**src/rtl/univ_counter_reg.sv**
```systemverilog
// Universal counter register: hold / load / up / down with programmable modulus,
// wrap-or-saturate at range ends, cascadable terminal count and sticky overflow.
module univ_counter_reg #(
    parameter int unsigned WIDTH    = 8,
    parameter int unsigned MODULUS  = 2**WIDTH,
    parameter bit          SATURATE = 1'b0
) (
    input  logic             clk,
    input  logic             rst_n,
    input  logic             cin,
    input  logic [1:0]       mode,
    input  logic [WIDTH-1:0] pin,
    input  logic             ovf_clr,
    output logic [WIDTH-1:0] q,
    output logic             cout,
    output logic [1:0]       mout,
    output logic             ovf
);

    localparam int unsigned XW = WIDTH + 1;
    localparam logic [XW-1:0] MOD_X = XW'(MODULUS);
    localparam logic [XW-1:0] TOP_X = XW'(MODULUS - 1);

    localparam logic [1:0] MODE_HOLD = 2'b00;
    localparam logic [1:0] MODE_LOAD = 2'b01;
    localparam logic [1:0] MODE_UP   = 2'b10;
    localparam logic [1:0] MODE_DOWN = 2'b11;

    logic [WIDTH-1:0] r_q;
    logic             r_ovf;

    logic [XW-1:0]    w_q_x;
    logic [XW-1:0]    w_pin_x;
    logic [XW-1:0]    w_next_x;
    logic             w_at_top;
    logic             w_at_zero;
    logic             w_set_ovf;

    // Next-state is formed one bit wider than the count, then truncated.
    always_comb begin
        w_q_x     = {1'b0, r_q};
        w_pin_x   = {1'b0, pin};
        w_at_top  = (w_q_x == TOP_X);
        w_at_zero = (r_q == '0);
        w_next_x  = w_q_x;
        w_set_ovf = 1'b0;
        case (mode)
            MODE_LOAD: begin
                if (w_pin_x >= MOD_X) begin
                    w_next_x  = TOP_X;
                    w_set_ovf = 1'b1;
                end else begin
                    w_next_x  = w_pin_x;
                end
            end
            MODE_UP: begin
                if (cin) begin
                    if (w_at_top) begin
                        w_set_ovf = 1'b1;
                        w_next_x  = SATURATE ? w_q_x : '0;
                    end else begin
                        w_next_x  = w_q_x + XW'(1);
                    end
                end
            end
            MODE_DOWN: begin
                if (cin) begin
                    if (w_at_zero) begin
                        w_set_ovf = 1'b1;
                        w_next_x  = SATURATE ? w_q_x : TOP_X;
                    end else begin
                        w_next_x  = w_q_x - XW'(1);
                    end
                end
            end
            MODE_HOLD: ;
            default:   ;
        endcase
    end

    // A set event in the same cycle as ovf_clr keeps the flag high.
    always_ff @(posedge clk) begin
        if (!rst_n) begin
            r_q   <= '0;
            r_ovf <= 1'b0;
        end else begin
            r_q   <= w_next_x[WIDTH-1:0];
            r_ovf <= w_set_ovf | (r_ovf & ~ovf_clr);
        end
    end

    assign q    = r_q;
    assign ovf  = r_ovf;
    assign mout = mode;
    assign cout = cin & (((mode == MODE_UP) & w_at_top) | ((mode == MODE_DOWN) & w_at_zero));

endmodule

```
**config.mk**
```make
export PLATFORM = sky130hd
export DESIGN_NAME = univ_counter_reg
export DESIGN_NICKNAME = d
export VERILOG_FILES = /design/src/rtl/univ_counter_reg.sv
export SDC_FILE = /design/constraint.sdc
export NUM_CORES = 1
export LEC_CHECK = 0
export CELL_PAD_IN_SITES_DETAIL_PLACEMENT = 1
export CELL_PAD_IN_SITES_GLOBAL_PLACEMENT = 1
export CORE_ASPECT_RATIO = 1.2
export CORE_MARGIN = 5
export CORE_UTILIZATION = 34
export DETAILED_ROUTE_END_ITERATION = 7
export GPL_TIMING_DRIVEN = 0
export PLACE_DENSITY_LB_ADDON = 0.3
export SETUP_SLACK_MARGIN = 0.02
export SLEW_MARGIN = 10
export SYNTH_ARGS = -nofsm -noshare
export SYNTH_HDL_FRONTEND = slang
export SYNTH_SLANG_ARGS = --single-unit
```
**constraint.sdc**
```tcl
create_clock -name clk -period 4.6 [get_ports clk]
set_input_delay 0.69 -clock clk [delete_from_list [all_inputs] [get_ports clk]]
set_output_delay 0.69 -clock clk [all_outputs]
set_load 0.05 [all_outputs]
```
**Word-level counts from Yosys, hierarchy flattened**

Index checks and enable logic that the tools add are counted.

- Muxes and demuxes: 10
- Bitwise logic cells: 7
- Reductions and logical operators: 3
- Equality and inequality tests: 6
- $add $sub $neg: 2

Operators by type and width:

| operator | number |
|---|---|
| $mux W8 | 4 |
| $pmux W8 S3 | 1 |
| $add A8 B1 Y8 const B | 1 |
| $eq A8 B8 Y1 const B | 1 |
| $logic_not A8 Y1 | 1 |
| $sub A8 B1 Y8 const B | 1 |
| $and A1 B1 Y1 | 4 |
| $eq A2 B2 Y1 const B | 2 |
| $mux W1 | 4 |
| $ne A2 B2 Y1 const B | 2 |
| $reduce_and A3 Y1 | 1 |
| $reduce_bool A3 Y1 | 1 |
| $eq A2 B1 Y1 const B | 1 |
| $or A1 B1 Y1 | 2 |
| $pmux W1 S2 | 1 |
| $not A1 Y1 | 1 |

- Bits of input ports: 14
- Register bits: 9
- Logic and storage cells: 30

**Logic depth before layout (Yosys ltp)**

Gate-level depths: netlist (run 1).

- Depth after elaboration: 5
- Mapped depth: 6

**Worst setup path after synthesis (run 1)**

OpenSTA, ideal clock, no wires.

- Path kind: register to output
- Start: register r_q[2], in the netlist q[2]
- End: output port cout
- Data arrival time: 2.330 ns
- Stages on the path, launching flop included: 6
- Path slack: 1.580 ns
- Required time: 3.910 ns
- Path through: dfxtp_1 -> buf_6 -> or4_4 -> nor4b_4 -> a21oi_1 -> nor2_1

- Cells in the longest elaborated chain, start to end: 4
- Elaborated cells on any way between the ends: 6

RTL lines:

| element | RTL line | source |
|---|---|---|
| start, declared | 29 | `logic [WIDTH-1:0] r_q;` |
| start signal, assigned | 87 | `r_q <= w_next_x[WIDTH-1:0];` |
| $eq A8 B8 Y1 / $logic_not A8 Y1 (equally long branches) | 43, 44 |  |
| $and A1 B1 Y1 | 95 | `assign cout = cin & (((mode == MODE_UP) & w_at_top) \| ((mode == MODE_DOWN) & w_at_zero));` |
| $or A1 B1 Y1 * | 95 |  |
| $and A1 B1 Y1 * | 95 |  |
| end, declared | 15 | `output logic cout,` |

Every way passes the cells marked *; elsewhere a longest branch is shown, timed or not.

**Final worst setup path (run 1)**

- Start: input port mode[0]
- End: output port cout

- Cells in the longest elaborated chain, start to end: 4
- Elaborated cells on any way between the ends: 6

RTL lines:

| element | RTL line | source |
|---|---|---|
| start, declared | 11 | `input logic [1:0] mode,` |
| $eq A2 B2 Y1 | 95 |  |
| $and A1 B1 Y1 | 95 |  |
| $or A1 B1 Y1 * | 95 |  |
| $and A1 B1 Y1 * | 95 |  |

Marked as above.

==> results of run 1 <==
critical path, cell delays in order:
cell             delay, ps
clkdlybuf4s50_1        510
clkbuf_1               370
buf_2                  320
a21oi_1                120
nor2_1                 120
clkdlybuf4s50_1        820
cells in the final DEF, fill, tap and decap left out, drive strengths merged, types with 2 or more instances in the layout:
cell | netlist | routed
and2 | 2 | 2
clkdlybuf4s50 | 0 | 24
nand4 | 2 | 2
buf | 5 | 5
nand2 | 12 | 12
dfxtp | 9 | 9
nand3 | 6 | 6
mux2 | 2 | 2
xnor2 | 3 | 3
inv | 4 | 4
ha | 3 | 3
clkbuf | 6 | 10
nor3 | 3 | 3
nand3b | 2 | 2
nor2 | 10 | 10
a31oi | 5 | 5
a21oi | 6 | 6
nand2b | 2 | 2
xor2 | 2 | 2
o32ai | 2 | 2
o21ai | 9 | 9
o221ai | 3 | 3
per-stage QoR:
step / cells / instance area (µm²) / power, mW
2_1_floorplan: 114 / 839.6 / 0.1910
3_3_place_gp: 169 / 1119 / 0.2343
3_5_place_dp: 169 / 1119 / 0.2380
4_1_cts: 173 / 1145 / 0.3056
5_1_grt: 173 / 1145 / 0.3208
6_report: 173 / 1145 / 0.3068
cell type report:
type,instances,area [µm²],area share [%]
Clock buffer,4,26.28,2.295
Multi-Input combinational cell,90,585.6,51.15
Tap cell,31,38.79,3.388
Inverter,4,15.01,1.311
Timing Repair Buffer,24,240.2,20.98
Buffer,11,58.81,5.137
Sequential cell,9,180.2,15.74
kinds of logic after synthesis:
kind of cell             count (synthesis)  synth area share, %
buffers and inverters                   15                8.792
adder cells (fa/ha/maj)                  3                4.471
AO/OA/AOI/OAI                           32                25.04
AND/OR/NAND/NOR                         47                31.15
flip-flops                               9                21.46
multiplexers                             3                3.875
XOR/XNOR                                 5                5.217
power by group:
group | total, mW | switching [mW] | internal (mW)
logic | 0.142 | 0.0832 | 0.0588
clock network | 0.0703 | 0.0366 | 0.0336
registers | 0.0946 | 0.00971 | 0.0848
total | 0.307 | 0.130 | 0.177
flip-flops by register name, indices dropped and copies added (netlist names):
signal and flops:
ovf 1, q 8
metal layers:
layer,global-route usage (%),up-vias,part of all wire [%]
met4,4.255,0,1.1
met5,0,-,0
li1,-,471,-
met2,31.66,33,53
met3,4.762,7,5.7
met1,19.35,461,40
worst paths after layout:
path                              start   end  slack (ps)  depth (start not counted)
worst min register to register      ovf   ovf         490                          2
worst max register to register     q[2]  q[6]        2650                          5
worst max-delay path            mode[0]  cout         960                          6
worst min-delay path                ovf   ovf         490                          2
==> qor.csv, run 1 <==
stage,metric,value,unit
run_status,status,completed,
logic_synthesis,"count leader, synth",nand2_1,
sta,unrepaired setup endpoints after global routing,no,
drt,via count,972,
placed_design,port bufs,24,
grt,largest net degree at the start of global routing,11,
sta,relative slew slack,66.46,%
critical_path,Critical Setup Path Class,in -> out,
drt,antenna-violating nets left,0,
floorplan,Die Wd,55.36,µm
sta,setup ws final,960.7,ps
sta,Setup TNS Final,0,ps
cts,Post-CTS Setup Inserts,0,
cells_and_area,Finished Core Util,49.14,%
sta,Tcrit/Tclk final,79.11,%
cts,number of buffers created by CTS,3,
grt,first-pass GRT wire length,4919,µm
logic_synthesis,Mean Syn Cell Area,7.365,µm²
floorplan,num rows,19,
cts,clk_lat worst skew,280,ps
logic_synthesis,sequential-to-total area share from yosys stat,21.46,%
drt,Vias/cell,5.618,
cts,root buf cell,clkbuf_4,
run,MaxCap Viol Count,0,
floorplan,core area,2330,µm²
sta,Setup Viol. Count Final,0,
critical_path,data arrival time of the worst path,2950,ps
logic_synthesis,most instantiated cells after synthesis,"nand2_1 (12), nor2_1 (10), dfxtp_1 (9)",
logic_synthesis,Synth Cell Area,839.6,µm²
cts,CTS sink cnt,9,
critical_path,Worst setup SP type,primary input,
sta,endpoints failing hold,0,
placed_design,DP HPWL,2346,µm
critical_path,CP Max Fanout,10,
sta,final slew viol count,0,
placed_design,Setup WS pre-CTS,974.2,ps
placed_design,routability cong.,0.8850,
logic_synthesis,Post-synth EDFFs,0,
power_and_ir_drop,Leakage,0.4103,nW
cts,clk slew on worst S/H paths,70,ps
cells_and_area,share of layout cells above drive strength 1,9.155,%
critical_path,CP required,3910,ps
cts,Post-CTS Hold Buffers,0,
sta,Final Critical Period,3639,ps
grt,vias in the first global route,1031,
grt,Overflow after GRT,0,
logic_synthesis,synth top area cells,"dfxtp_1 (21%), nand2_1 (5.4%), o21ai_0 (4.8%), ha_1 (4.5%), nor2_1 (4.5%)",
drt,WL/cell,16.94,µm
sta,clock skew,6.636,ps
logic_synthesis,main flop type after synthesis,dfxtp_1,
cells_and_area,area delta synth->final,36.36,%
sta,hold_ws,492.9,ps
logic_synthesis,Post-synth ARST share,0,%
grt,initial antenna violation count,0,
logic_synthesis,distinct cell type count after synthesis,40,
floorplan,Die Ht,64.44,µm
drt,DR iter-0 viols,9,
cts,Clock Tree Buf Depth,2,
floorplan,die area,3567,µm²
logic_synthesis,Seq cells post-synth,9,
worst_hold_path,Hold WC Path Type,reg -> reg,
critical_path,Worst Setup End Kind,output port,
logic_synthesis,top-area cell type share of the netlist area,21.46,%
cells_and_area,# nets final,160,
cts,Post-CTS Resized,0,
grt,aggregate global-route resource usage,17.14,%
drt,DRC Markers,0,
logic_synthesis,Synth Instances,114,
logic_synthesis,synth warn,0,
drt,Routed WL,2930,µm
cts,H-tree depth,1,
cts,CTS tree,yes,
cells_and_area,Diodes inserted,0,
sta,top achievable clock speed,274.8,MHz
floorplan,num ports,26,
floorplan,initial core utilization,36.04,%
power_and_ir_drop,VDD IR max,193.1,µV
power_and_ir_drop,Pwr Density,268.0,nW/µm²
sta,worst slew pin tran,501.5,ps
cells_and_area,Fillers,327,
logic_synthesis,Synth area leader,dfxtp_1,
logic_synthesis,syn_nets,131,
drt,Initial DRT Pass Iterations,4,
No activity file was read; power rests on OpenSTA's default activity.
==> run 2, diff against run 1 <==
--- a/config.mk
+++ b/config.mk
@@ -9,7 +9,7 @@
 export CELL_PAD_IN_SITES_GLOBAL_PLACEMENT = 1
 export CORE_ASPECT_RATIO = 1.2
 export CORE_MARGIN = 5
-export CORE_UTILIZATION = 34
+export CORE_UTILIZATION = 32
 export DETAILED_ROUTE_END_ITERATION = 7
 export GPL_TIMING_DRIVEN = 0
 export PLACE_DENSITY_LB_ADDON = 0.3
==> constraint.sdc (replaced) <==
create_clock -name clk -period 3.75 [get_ports clk]
set_input_delay 0.5625 -clock clk [delete_from_list [all_inputs] [get_ports clk]]
set_output_delay 0.5625 -clock clk [all_outputs]
set_load 0.05 [all_outputs]
==> run 2 against run 1 <==
  * Clock-buffer cell count unchanged
  * Worst setup slack got worse by 550 ps
  * Global-route usage increased by 0.36 points
  * Combinational power increased by 24%
  * Sequential cell count unchanged
  * Non-clock buffer count unchanged
  * Wire length increased by 5.4%
  * Final cell count increased by 1.2%
  * Critical path type unchanged
  * Critical endpoint unchanged
  * Largest power group unchanged
==> qor.csv, run 2 (same netlist as run 1, synthesis figures left out) <==
stage,metric,value,unit
grt,aggregate global-route resource usage,17.50,%
sta,hold_ws,506.4,ps
cells_and_area,area delta synth->final,36.66,%
drt,DR iter-0 viols,21,
sta,Setup TNS Final,0,ps
floorplan,initial core utilization,33.22,%
sta,top achievable clock speed,299.7,MHz
placed_design,routability cong.,0.8967,
placed_design,DP HPWL,2344,µm
grt,vias in the first global route,1027,
sta,clock skew,13.85,ps
run_status,status,completed,
power_and_ir_drop,total power,0.3782,mW
sta,Final Critical Period,3337,ps
cts,number of buffers created by CTS,3,
drt,Initial DRT Pass Iterations,4,
cells_and_area,"most common cell after layout, fill and taps aside",clkdlybuf4s50_1,
drt,antenna-violating nets left,0,
cts,CTS tree,yes,
grt,Overflow after GRT,0,
drt,DRC Markers,0,
floorplan,Die Wd,56.76,µm
critical_path,CP Max Fanout,10,
cts,Post-CTS Hold Buffers,0,
floorplan,die area,3752,µm²
grt,largest net degree at the start of global routing,11,
critical_path,CP required,3190,ps
floorplan,num ports,26,
sta,setup ws final,413.3,ps
sta,worst slew pin tran,507.2,ps
cts,Clock Tree Buf Depth,2,
critical_path,CP max stage cell,clkdlybuf4s50_1,
drt,WL/cell,17.64,µm
cells_and_area,# nets final,160,
cts,H-tree depth,1,
critical_path,Critical Setup Path Class,in -> out,
cells_and_area,most frequent cells in the layout,"clkdlybuf4s50_1 (24), nand2_1 (12), nor2_1 (10)",
cts,clk slew on worst S/H paths,70,ps
grt,initial antenna violation count,0,
sta,Setup Viol. Count Final,0,
cts,Post-CTS Resized,0,
run,MaxCap Viol Count,0,
cts,Post-CTS Setup Inserts,0,
power_and_ir_drop,VDD IR max,158.1,µV
placed_design,Setup WS pre-CTS,444.1,ps
critical_path,Worst Setup End Kind,output port,
critical_path,data arrival time of the worst path,2770,ps
floorplan,Die Ht,66.11,µm
drt,Vias/cell,5.726,
grt,first-pass GRT wire length,5112,µm
drt,Routed WL,3087,µm
placed_design,port bufs,24,
sta,relative slew slack,66.08,%
critical_path,cell mode on critical path,clkdlybuf4s50_1,
sta,unrepaired setup endpoints after global routing,no,
power_and_ir_drop,Leakage,0.4103,nW
cts,root buf cell,clkbuf_4,
critical_path,Worst setup SP type,primary input,
cts,CTS sink cnt,9,
cells_and_area,max reg flops,8,
floorplan,num rows,20,
critical_path,max incr delay on CP,810,ps
sta,endpoints failing hold,0,
drt,via count,1002,
power_and_ir_drop,Pwr Density,329.6,nW/µm²
cts,clk_lat worst skew,280,ps
cells_and_area,Diodes inserted,0,
sta,final slew viol count,0,
sta,Tcrit/Tclk final,88.98,%
worst_hold_path,Hold WC Path Type,reg -> reg,
cells_and_area,share of layout cells above drive strength 1,9.155,%
floorplan,core area,2527,µm²
cells_and_area,Finished Core Util,45.40,%
critical_path,crit path cell chain,"clkdlybuf4s50_1, clkbuf_1, buf_2, a21oi_1, nor2_1, clkdlybuf4s50_1",
==> run 2: cell counts in the layout (fill, tap and decap cells not counted) <==
No cell type changed its count.
==> run 2: where the power goes <==
| group | internal (mW) | switching, mW | total (mW) |
|---|---|---|---|
| combinational | 0.0719 | 0.104 | 0.176 |
| sequential | 0.104 | 0.0117 | 0.116 |
| clock | 0.0413 | 0.0453 | 0.0866 |
==> run 2: routing by layer <==
metal	track usage, %	part of all wire (%)
met1	21.00	42
met2	30.35	52
met3	3.516	3.8
met4	6.957	2.5
met5	0	0
==> run 2: final cells by class <==
cell class	count	area (µm²)
fill	314	1380
multi-input combinational	90	585.6
timing repair buffer	24	240.2
sequential	9	180.2
buffer	11	58.81
tap	33	41.29
clock buffer	4	26.28
inverter	4	15.01
==> run 2: final timing paths <==
| kind | startpoint | end | slack (ps) | cells past startpoint |
|---|---|---|---|---|
| max | mode[0] | cout | 410 | 6 |
| min | ovf | ovf | 510 | 2 |
| max reg2reg | q[0] | q[3] | 1720 | 6 |
| min reg2reg | ovf | ovf | 510 | 2 |
==> run 2: worst max-delay path, delay by kind of cell <==
family / cells / cell delay [ps]
buf+inv: 4 / 1990
simple gates: 1 / 110
compound gates: 1 / 110
==> run 2: stage by stage <==
| stage | cells | instance area (µm²) |
|---|---|---|
| finish | 175 | 1147 |
| global placement | 171 | 1121 |
| floorplan | 114 | 839.6 |
| detailed placement | 171 | 1121 |
| global route | 175 | 1147 |
| CTS | 175 | 1147 |
